### src/rtl/mem_block_copy_pkg.sv
// Shared constants for the block copy/fill engine: default widths, opcodes and FSM encodings.
package mem_block_copy_pkg;

    localparam int unsigned DEF_ADDR_W = 3;
    localparam int unsigned DEF_DATA_W = 16;

    localparam logic OP_COPY = 1'b0;
    localparam logic OP_FILL = 1'b1;

    typedef logic [1:0] state_t;

    localparam state_t ST_IDLE = 2'd0;
    localparam state_t ST_RD   = 2'd1;
    localparam state_t ST_WR   = 2'd2;
    localparam state_t ST_DONE = 2'd3;

endpackage

### src/rtl/mem_block_copy_if.sv
// Command and RAM-side bus of the copy engine; master is the engine, slave is control plus RAM.
interface mem_block_copy_if
    import mem_block_copy_pkg::*;
#(
    parameter int unsigned ADDR_W = DEF_ADDR_W,
    parameter int unsigned DATA_W = DEF_DATA_W
);

    logic              start;
    logic              op;
    logic [ADDR_W-1:0] src_addr;
    logic [ADDR_W-1:0] dst_addr;
    logic [ADDR_W:0]   len;
    logic [DATA_W-1:0] fill_value;
    logic              busy;
    logic              done;
    logic [ADDR_W-1:0] ram_address;
    logic              ram_load;
    logic [DATA_W-1:0] ram_in;
    logic [DATA_W-1:0] ram_out;

    modport master (
        input  start, op, src_addr, dst_addr, len, fill_value, ram_out,
        output busy, done, ram_address, ram_load, ram_in
    );

    modport slave (
        output start, op, src_addr, dst_addr, len, fill_value, ram_out,
        input  busy, done, ram_address, ram_load, ram_in
    );

endinterface

### src/rtl/mem_block_copy.sv
// Block COPY/FILL engine driving a synchronous-read RAM; COPY alternates read and write cycles
// so each word is read immediately before it is written (sequential-forward overlap semantics).
module mem_block_copy
    import mem_block_copy_pkg::*;
#(
    parameter int unsigned ADDR_W = DEF_ADDR_W,
    parameter int unsigned DATA_W = DEF_DATA_W
) (
    input logic               clk,
    input logic               reset,
    mem_block_copy_if.master  bus
);

    state_t            r_state;
    logic              r_op;
    logic [ADDR_W-1:0] r_src;
    logic [ADDR_W-1:0] r_dst;
    logic [ADDR_W:0]   r_len;
    logic [DATA_W-1:0] r_fill;
    logic [ADDR_W:0]   r_cnt;

    logic [ADDR_W:0]   w_cnt_inc;
    logic [ADDR_W-1:0] w_idx;

    assign w_cnt_inc = r_cnt + (ADDR_W+1)'(1);
    assign w_idx     = r_cnt[ADDR_W-1:0];

    always_comb begin
        bus.busy        = 1'b0;
        bus.done        = 1'b0;
        bus.ram_address = '0;
        bus.ram_load    = 1'b0;
        bus.ram_in      = '0;
        case (r_state)
            ST_RD: begin
                bus.busy        = 1'b1;
                bus.ram_address = r_src + w_idx;
            end
            ST_WR: begin
                bus.busy        = 1'b1;
                bus.ram_address = r_dst + w_idx;
                // Gated so an asserted reset blocks the write in the very cycle it appears.
                bus.ram_load    = !reset;
                bus.ram_in      = (r_op == OP_FILL) ? r_fill : bus.ram_out;
            end
            ST_DONE: bus.done = 1'b1;
            default: ;
        endcase
    end

    always_ff @(posedge clk) begin
        if (reset) begin
            r_state <= ST_IDLE;
            r_op    <= OP_COPY;
            r_src   <= '0;
            r_dst   <= '0;
            r_len   <= '0;
            r_fill  <= '0;
            r_cnt   <= '0;
        end else begin
            case (r_state)
                ST_IDLE: begin
                    if (bus.start) begin
                        r_op   <= bus.op;
                        r_src  <= bus.src_addr;
                        r_dst  <= bus.dst_addr;
                        r_len  <= bus.len;
                        r_fill <= bus.fill_value;
                        r_cnt  <= '0;
                        if (bus.len == '0) begin
                            r_state <= ST_DONE;
                        end else if (bus.op == OP_FILL) begin
                            r_state <= ST_WR;
                        end else begin
                            r_state <= ST_RD;
                        end
                    end
                end
                ST_RD: r_state <= ST_WR;
                ST_WR: begin
                    r_cnt <= w_cnt_inc;
                    if (w_cnt_inc == r_len) begin
                        r_state <= ST_DONE;
                    end else if (r_op == OP_COPY) begin
                        r_state <= ST_RD;
                    end
                end
                default: r_state <= ST_IDLE;
            endcase
        end
    end

endmodule

### src/flat_wrapper.sv
// flat-port wrapper written by rule: the top's interface ports become plain ports
module mem_block_copy_flat import mem_block_copy_pkg::*;
#(
    parameter int unsigned ADDR_W = DEF_ADDR_W,
    parameter int unsigned DATA_W = DEF_DATA_W
)
  (clk, reset, bus_start, bus_op, bus_src_addr, bus_dst_addr, bus_len, bus_fill_value, bus_ram_out, bus_busy, bus_done, bus_ram_address, bus_ram_load, bus_ram_in);
  mem_block_copy_if #(.ADDR_W(ADDR_W), .DATA_W(DATA_W)) bus_i ();
  input logic clk;
  input logic reset;
  input wire logic [$bits(bus_i.start)-1:0] bus_start;
  input wire logic [$bits(bus_i.op)-1:0] bus_op;
  input wire logic [$bits(bus_i.src_addr)-1:0] bus_src_addr;
  input wire logic [$bits(bus_i.dst_addr)-1:0] bus_dst_addr;
  input wire logic [$bits(bus_i.len)-1:0] bus_len;
  input wire logic [$bits(bus_i.fill_value)-1:0] bus_fill_value;
  input wire logic [$bits(bus_i.ram_out)-1:0] bus_ram_out;
  output wire logic [$bits(bus_i.busy)-1:0] bus_busy;
  output wire logic [$bits(bus_i.done)-1:0] bus_done;
  output wire logic [$bits(bus_i.ram_address)-1:0] bus_ram_address;
  output wire logic [$bits(bus_i.ram_load)-1:0] bus_ram_load;
  output wire logic [$bits(bus_i.ram_in)-1:0] bus_ram_in;
  assign bus_i.start = bus_start;
  assign bus_i.op = bus_op;
  assign bus_i.src_addr = bus_src_addr;
  assign bus_i.dst_addr = bus_dst_addr;
  assign bus_i.len = bus_len;
  assign bus_i.fill_value = bus_fill_value;
  assign bus_i.ram_out = bus_ram_out;
  assign bus_busy = bus_i.busy;
  assign bus_done = bus_i.done;
  assign bus_ram_address = bus_i.ram_address;
  assign bus_ram_load = bus_i.ram_load;
  assign bus_ram_in = bus_i.ram_in;
  mem_block_copy #(.ADDR_W(ADDR_W), .DATA_W(DATA_W)) u_core (.clk(clk), .reset(reset), .bus(bus_i));
endmodule
### config.mk
export PLATFORM = sky130hd
export DESIGN_NAME = mem_block_copy_flat
export DESIGN_NICKNAME = d
export VERILOG_FILES = /design/src/rtl/mem_block_copy_pkg.sv /design/src/rtl/mem_block_copy_if.sv /design/src/rtl/mem_block_copy.sv /design/src/flat_wrapper.sv
export SDC_FILE = /design/constraint.sdc
export NUM_CORES = 1
export LEC_CHECK = 0
export CORE_MARGIN = 5
export CORE_UTILIZATION = 35
export DETAILED_ROUTE_END_ITERATION = 7
export GPL_TIMING_DRIVEN = 0
export PLACE_DENSITY_LB_ADDON = 0.2
export SLEW_MARGIN = 20
export SYNTH_ARGS = -nofsm -noshare
export SYNTH_HDL_FRONTEND = slang
export SYNTH_SLANG_ARGS = --single-unit
### constraint.sdc
create_clock -name clk -period 2.42 [get_ports clk]
set_clock_uncertainty 0.05 [all_clocks]
set_input_delay 0.242 -clock clk [delete_from_list [all_inputs] [get_ports clk]]
set_output_delay 0.242 -clock clk [all_outputs]
set_load 0.05 [all_outputs]
---- Word level (Yosys, flattened, before mapping) ----
Index checks and enable logic that the tools add are counted.
storage, ports and cells
  output and inout bits ................... 22
  flip-flop bits (word level) ............. 33
  bits of input ports ..................... 46
  logic and storage cells ................. 38
operators by class
  reduce and logical (&&, ||, !) cells .... 8
  add/sub/neg operators ................... 3
  muxes and demuxes ....................... 14
  eq/ne operators ......................... 6
operators with widths
  operator                                                               count
  16-bit two-way mux                                                     2
  2-bit two-way mux                                                      5
  4-bit one-hot mux with 2 select lines                                  1
  3-bit adder                                                            2
  2-bit one-hot mux with 3 select lines                                  1
  3-bit one-hot mux with 2 select lines                                  1
  2-bit AND reduction                                                    3
  4-bit by 1-bit adder with 4-bit output, second input constant          1
  2-bit equality test, second input constant                             2
  4-bit equality test                                                    1
  4-bit zero test                                                        1
  4-bit two-way mux                                                      1
  1-bit two-way mux                                                      3
  3-bit inequality test, second input constant                           1
  2-bit by 1-bit equality test with 1-bit output, second input constant  1
  2-bit zero test                                                        1
  2-bit inequality test, second input constant                           1
  2-bit nonzero test                                                     1
  2-bit OR reduction                                                     1
  1-bit zero test                                                        1

---- Depth between registers and ports, before layout ----
  depth in word-level cells ............... 4
  depth in mapped cells ................... 9
  mapped depth without buffers ............ 8

---- Least setup slack after synthesis ----
No wires, ideal clock.
  path type ............................... reg-to-output
  start ................................... register u_core.r_state[0]
  end ..................................... output bus_ram_address[2]
  required time ........................... 2.128 ns
  slack ................................... -0.301 ns
  buffers on the path ..................... 1
  cell stages (with the launch flop) ...... 10
  arrival ................................. 2.429 ns
  cell sequence ........................... dfxtp_1 -> inv_1 -> ha_1 -> clkbuf_1 -> mux2_2 -> ha_1 -> fa_1 -> xor2_1 -> xnor2_1 -> and2_1
on the way
  cells in the longest elaborated chain, start to end .. 2
  elaborated cells on any way between the ends .. 3
  those cells by class .................... eq/ne (2); mux (1)
RTL lines
  what                                                                                   line                  source
  start: declaration                                                                     mem_block_copy.sv:14  state_t r_state;
  start signal: assignment                                                               mem_block_copy.sv:53  r_state <= ST_IDLE;
  start signal: assignment                                                               mem_block_copy.sv:71  r_state <= ST_DONE;
  start signal: assignment                                                               mem_block_copy.sv:73  r_state <= ST_WR;
  2-bit equality test or 2-bit by 1-bit equality test with 1-bit output (tied branches)  mem_block_copy.sv:34  case (r_state)
  3-bit one-hot mux with 2 select lines (*)                                              mem_block_copy.sv:34
  end: declaration                                                                       flat_wrapper.sv:20    output wire logic [$bits(bus_i.ram_address)-1:0] bus_ram_address;
Mark *: on every way between the ends. The rest lies on a longest branch, timed or not.

---- Final worst setup path ----
Ends and elaborated chain as after synthesis.

==> summary.txt <==
Run status
  • Status: finished, violations left
  • Failing checks: negative setup slack

Routing
  • Final ANT Viol Nets: 0
  • Via count: 1,695
  • WL/cell: 12.6 um
  • Final wirelength: roughly 4700 um
  • Number of detailed-route iterations in the first pass: 4
  • Drc violations: 0
  • Routed vias/inst: roughly 4.6
  • Iteration-0 DRC Markers: 50

Power
  • Sequential power share: between 20 and 30%
  • Internal power: between 1 and 1.5 mW
  • Clk network pwr share: ~16%
  • Pwr Density: between 900 and 1000 mW/mm^2
  • Sw Share: 44.4%
  • Power Total: ~2.5 mW
  • Peak VDD IR: roughly 0.53 mV
  • Leakage power: roughly 1.1 nW
  • Psw: 1.13 mW
  • Gate power share: between 50% and 60%

Timing
  • Endpoints failing setup: 2
  • Final hold violation count: 0
  • Setup TNS: -0.202 ns
  • Slew Limit Fails: 0
  • Unrepaired setup endpoints after global routing: yes
  • Slew headroom: 64.7%
  • Period utilization: 108%
  • Slew @ Worst Pin: ~0.53 ns
  • Final WS setup: -0.196 ns
  • Fin crit period: 2.62 ns
  • Fmax: 382 MHz
  • Hold WS: about 0.09 ns

Synthesis
  • Synth area leader: dfxtp_1
  • Synth Cell Area: ~0.0018 sq mm
  • Post-synthesis simple-gate area fraction: 24.3%
  • Synth Flop Type: dfxtp_1
  • Register area share after synthesis: approximately 37%
  • Syn nets: between 200 and 300
  • EDFF count, synth: 0
  • Largest family of logic cells by synthesized area: simple AND/OR/NAND/NOR gates
  • Synth Instances: about 220
  • Proportion of netlist area held by the largest area contributor: between 30% and 40%
  • Synth Area in Compound Gates: 13.6%
  • Commonest cells post-synth: nand2_1 (59), dfxtp_1 (33), a21oi_1 (29)
  • Most frequent cell after synthesis: nand2_1
  • Mux contribution to synthesized area: between 10% and 20%
  • Post-Synth Adder-Cell Area: 5.31%
  • Post-Synth XOR/XNOR Area: around 4%
  • Syn avg cell area: around 8 sq um
  • Yosys reg bits: 33
  • Synth warn: 0
  • Area contributors post-synth: dfxtp_1 (37%), nand2_1 (12%), mux2i_1 (10%)
  • Post-synth cell types: 30
  • Async set-reset flop share out of synthesis: 0%

Die
  • Initial Utilization: between 30% and 40%
  • Die Y: 81.5 um
  • DIE AREA: 0.00664 sq mm
  • # rows: 26
  • CORE AREA: about 0.0050 sq mm
  • Die width: between 80 and 90 um
  • Top Ports: 68

GRT
  • Vias in the first global route: 1,631
  • GRT Total Usage: 14.6%
  • First-pass GRT wire length: between 7000 and 8000 um
  • Largest net degree at the start of global routing: 11
  • Initial antenna violation count: 0
  • Gr ovfl total: 0

Worst setup path
  • Nature of the critical path endpoint: output pin
  • CP Max Fanout: 3
  • Reg2Reg Depth: 7
  • Crit path DAT: 2.32 ns
  • R2R Path End: u_core.r_dst[2]
  • Critical R2R Launch: u_core.r_state[0]
  • Critical path class: reg -> out
  • R2R setup slack: roughly 0.61 ns
  • Worst setup SP type: flip-flop
  • CP Data Required Time: approximately 2.1 ns

Layout
  • Area Overhead vs Synth: 50.8%
  • Final Non-Filler Cells: between 300 and 400
  • Share of cells above drive strength 1: about 12%
  • Antenna cells: 0
  • Sequential Area: between 600 and 700 sq um
  • Fillers: 492
  • Area of the multi-input gates: roughly 0.0011 sq mm
  • Post-layout util: between 50% and 60%
  • Net count, final: 352

Placement
  • Placed Instances: ~360
  • Final HPWL DP: 3510 um
  • Buffers on Ports: 66
  • Routability-driven placement congestion ratio: between 0.7 and 0.8

Hold path
  • HP Start: reset
  • Hold crit path type: in -> reg
  • Worst Hold Depth: 2
  • Hold EP: u_core.r_fill[2]

Run
  • Max-Cap Viols: 0

CTS
  • Root Buffer: clkbuf_8
  • Clock-pin slew on the worst setup and hold paths: approximately 0.070 ns
  • CTS H-tree depth: 2
  • Total CTS buffers: 5
  • Clock latency on the worst-skew pair: 0.28 ns
  • Worst-case clock buffer depth: 2
  • Clock sink total: 33
  • CTS tree: built
[per-stage QoR]
step	instance area, sq um	setup slack [ns]
2_1_floorplan	1800	0.00666
3_3_place_gp	2540	-0.824
3_5_place_dp	2540	-0.840
4_1_cts	2700	-0.243
5_1_grt	2700	-0.261
6_report	2700	-0.196
[layer usage]
| layer | global-route usage [%] | up-vias | share of wire [%] |
|---|---|---|---|
| met5 | 0 | - | 0 |
| met4 | 4.05 | 0 | 1.3 |
| met3 | 5.15 | 6 | 8.0 |
| met2 | 23.6 | 45 | 48 |
| met1 | 18.2 | 753 | 43 |
| li1 | - | 891 | - |
[repair_timing]
action,4_1_cts,5_1_grt
resized for setup,50,6
hold buffers,0,0
setup buffers,5,0
endpoints found under the setup margin,20,19
pin swaps,2,3
[worst max-delay path: stages (launching register included)]
cell,delay (ns)
dfxtp_2,0.32
inv_2,0.07
ha_4,0.16
mux2_4,0.32
ha_4,0.16
fa_2,0.37
xor2_2,0.15
xnor2_1,0.17
and2_4,0.17
buf_8,0.14
[how the worst max path moves through the flow]
stage                      startpoint                 end  cells past startpoint
floorplan           u_core.r_state[0]  bus_ram_address[2]                      9
global route        u_core.r_state[0]  bus_ram_address[2]                      9
finish              u_core.r_state[0]  bus_ram_address[2]                      9
CTS                 u_core.r_state[0]  bus_ram_address[2]                     10
global placement    u_core.r_state[0]  bus_ram_address[2]                     10
detailed placement  u_core.r_state[0]  bus_ram_address[2]                     10
[sequential cells by signal, summed over array words and instances, names as in the netlist]
name and count:
u_core.r_cnt 4, u_core.r_dst 3, u_core.r_fill 16, u_core.r_len 4, u_core.r_op 1, u_core.r_src 3, u_core.r_state 2
[placed cells by master, fill, tap and decap left out, types with 6 or more instances in the layout]
master / instances
nor2b_1: 18
dlygate4sd2_1: 10
clkbuf_1: 8
dfxtp_1: 31
clkdlybuf4s15_1: 6
clkdlybuf4s50_1: 46
mux2i_1: 18
nand2_1: 59
buf_2: 6
nor2_1: 6
a21oi_1: 29
[layout make-up]
class	instances	area share [%]
plain buffers	14	2.50
clock buffers	6	2.69
clock inverters	2	0.371
inverters	3	0.417
multi-input cells	171	40.5
flip-flops and latches	33	24.6
well taps	70	3.25
repair buffers	71	25.6
[power groups by stage]
stage / Combinational, mW / Clock (mW) / Sequential [mW]
floorplan: 0.975 / 0 / 0.714
global placement: 1.37 / 0 / 0.731
detailed placement: 1.38 / 0 / 0.732
CTS: 1.44 / 0.415 / 0.722
global route: 1.54 / 0.437 / 0.737
finish: 1.42 / 0.398 / 0.722
[cell families (layout without fill, tap and decap cells)]
group           after synthesis  count (layout)
flops                        33              33
compound gates               42              42
xor+xnor                      8               8
buf+inv                      18              96
fa+ha+maj                     7               7
simple gates                 94              94
mux                          20              20
No activity file was read; power rests on OpenSTA's default activity.
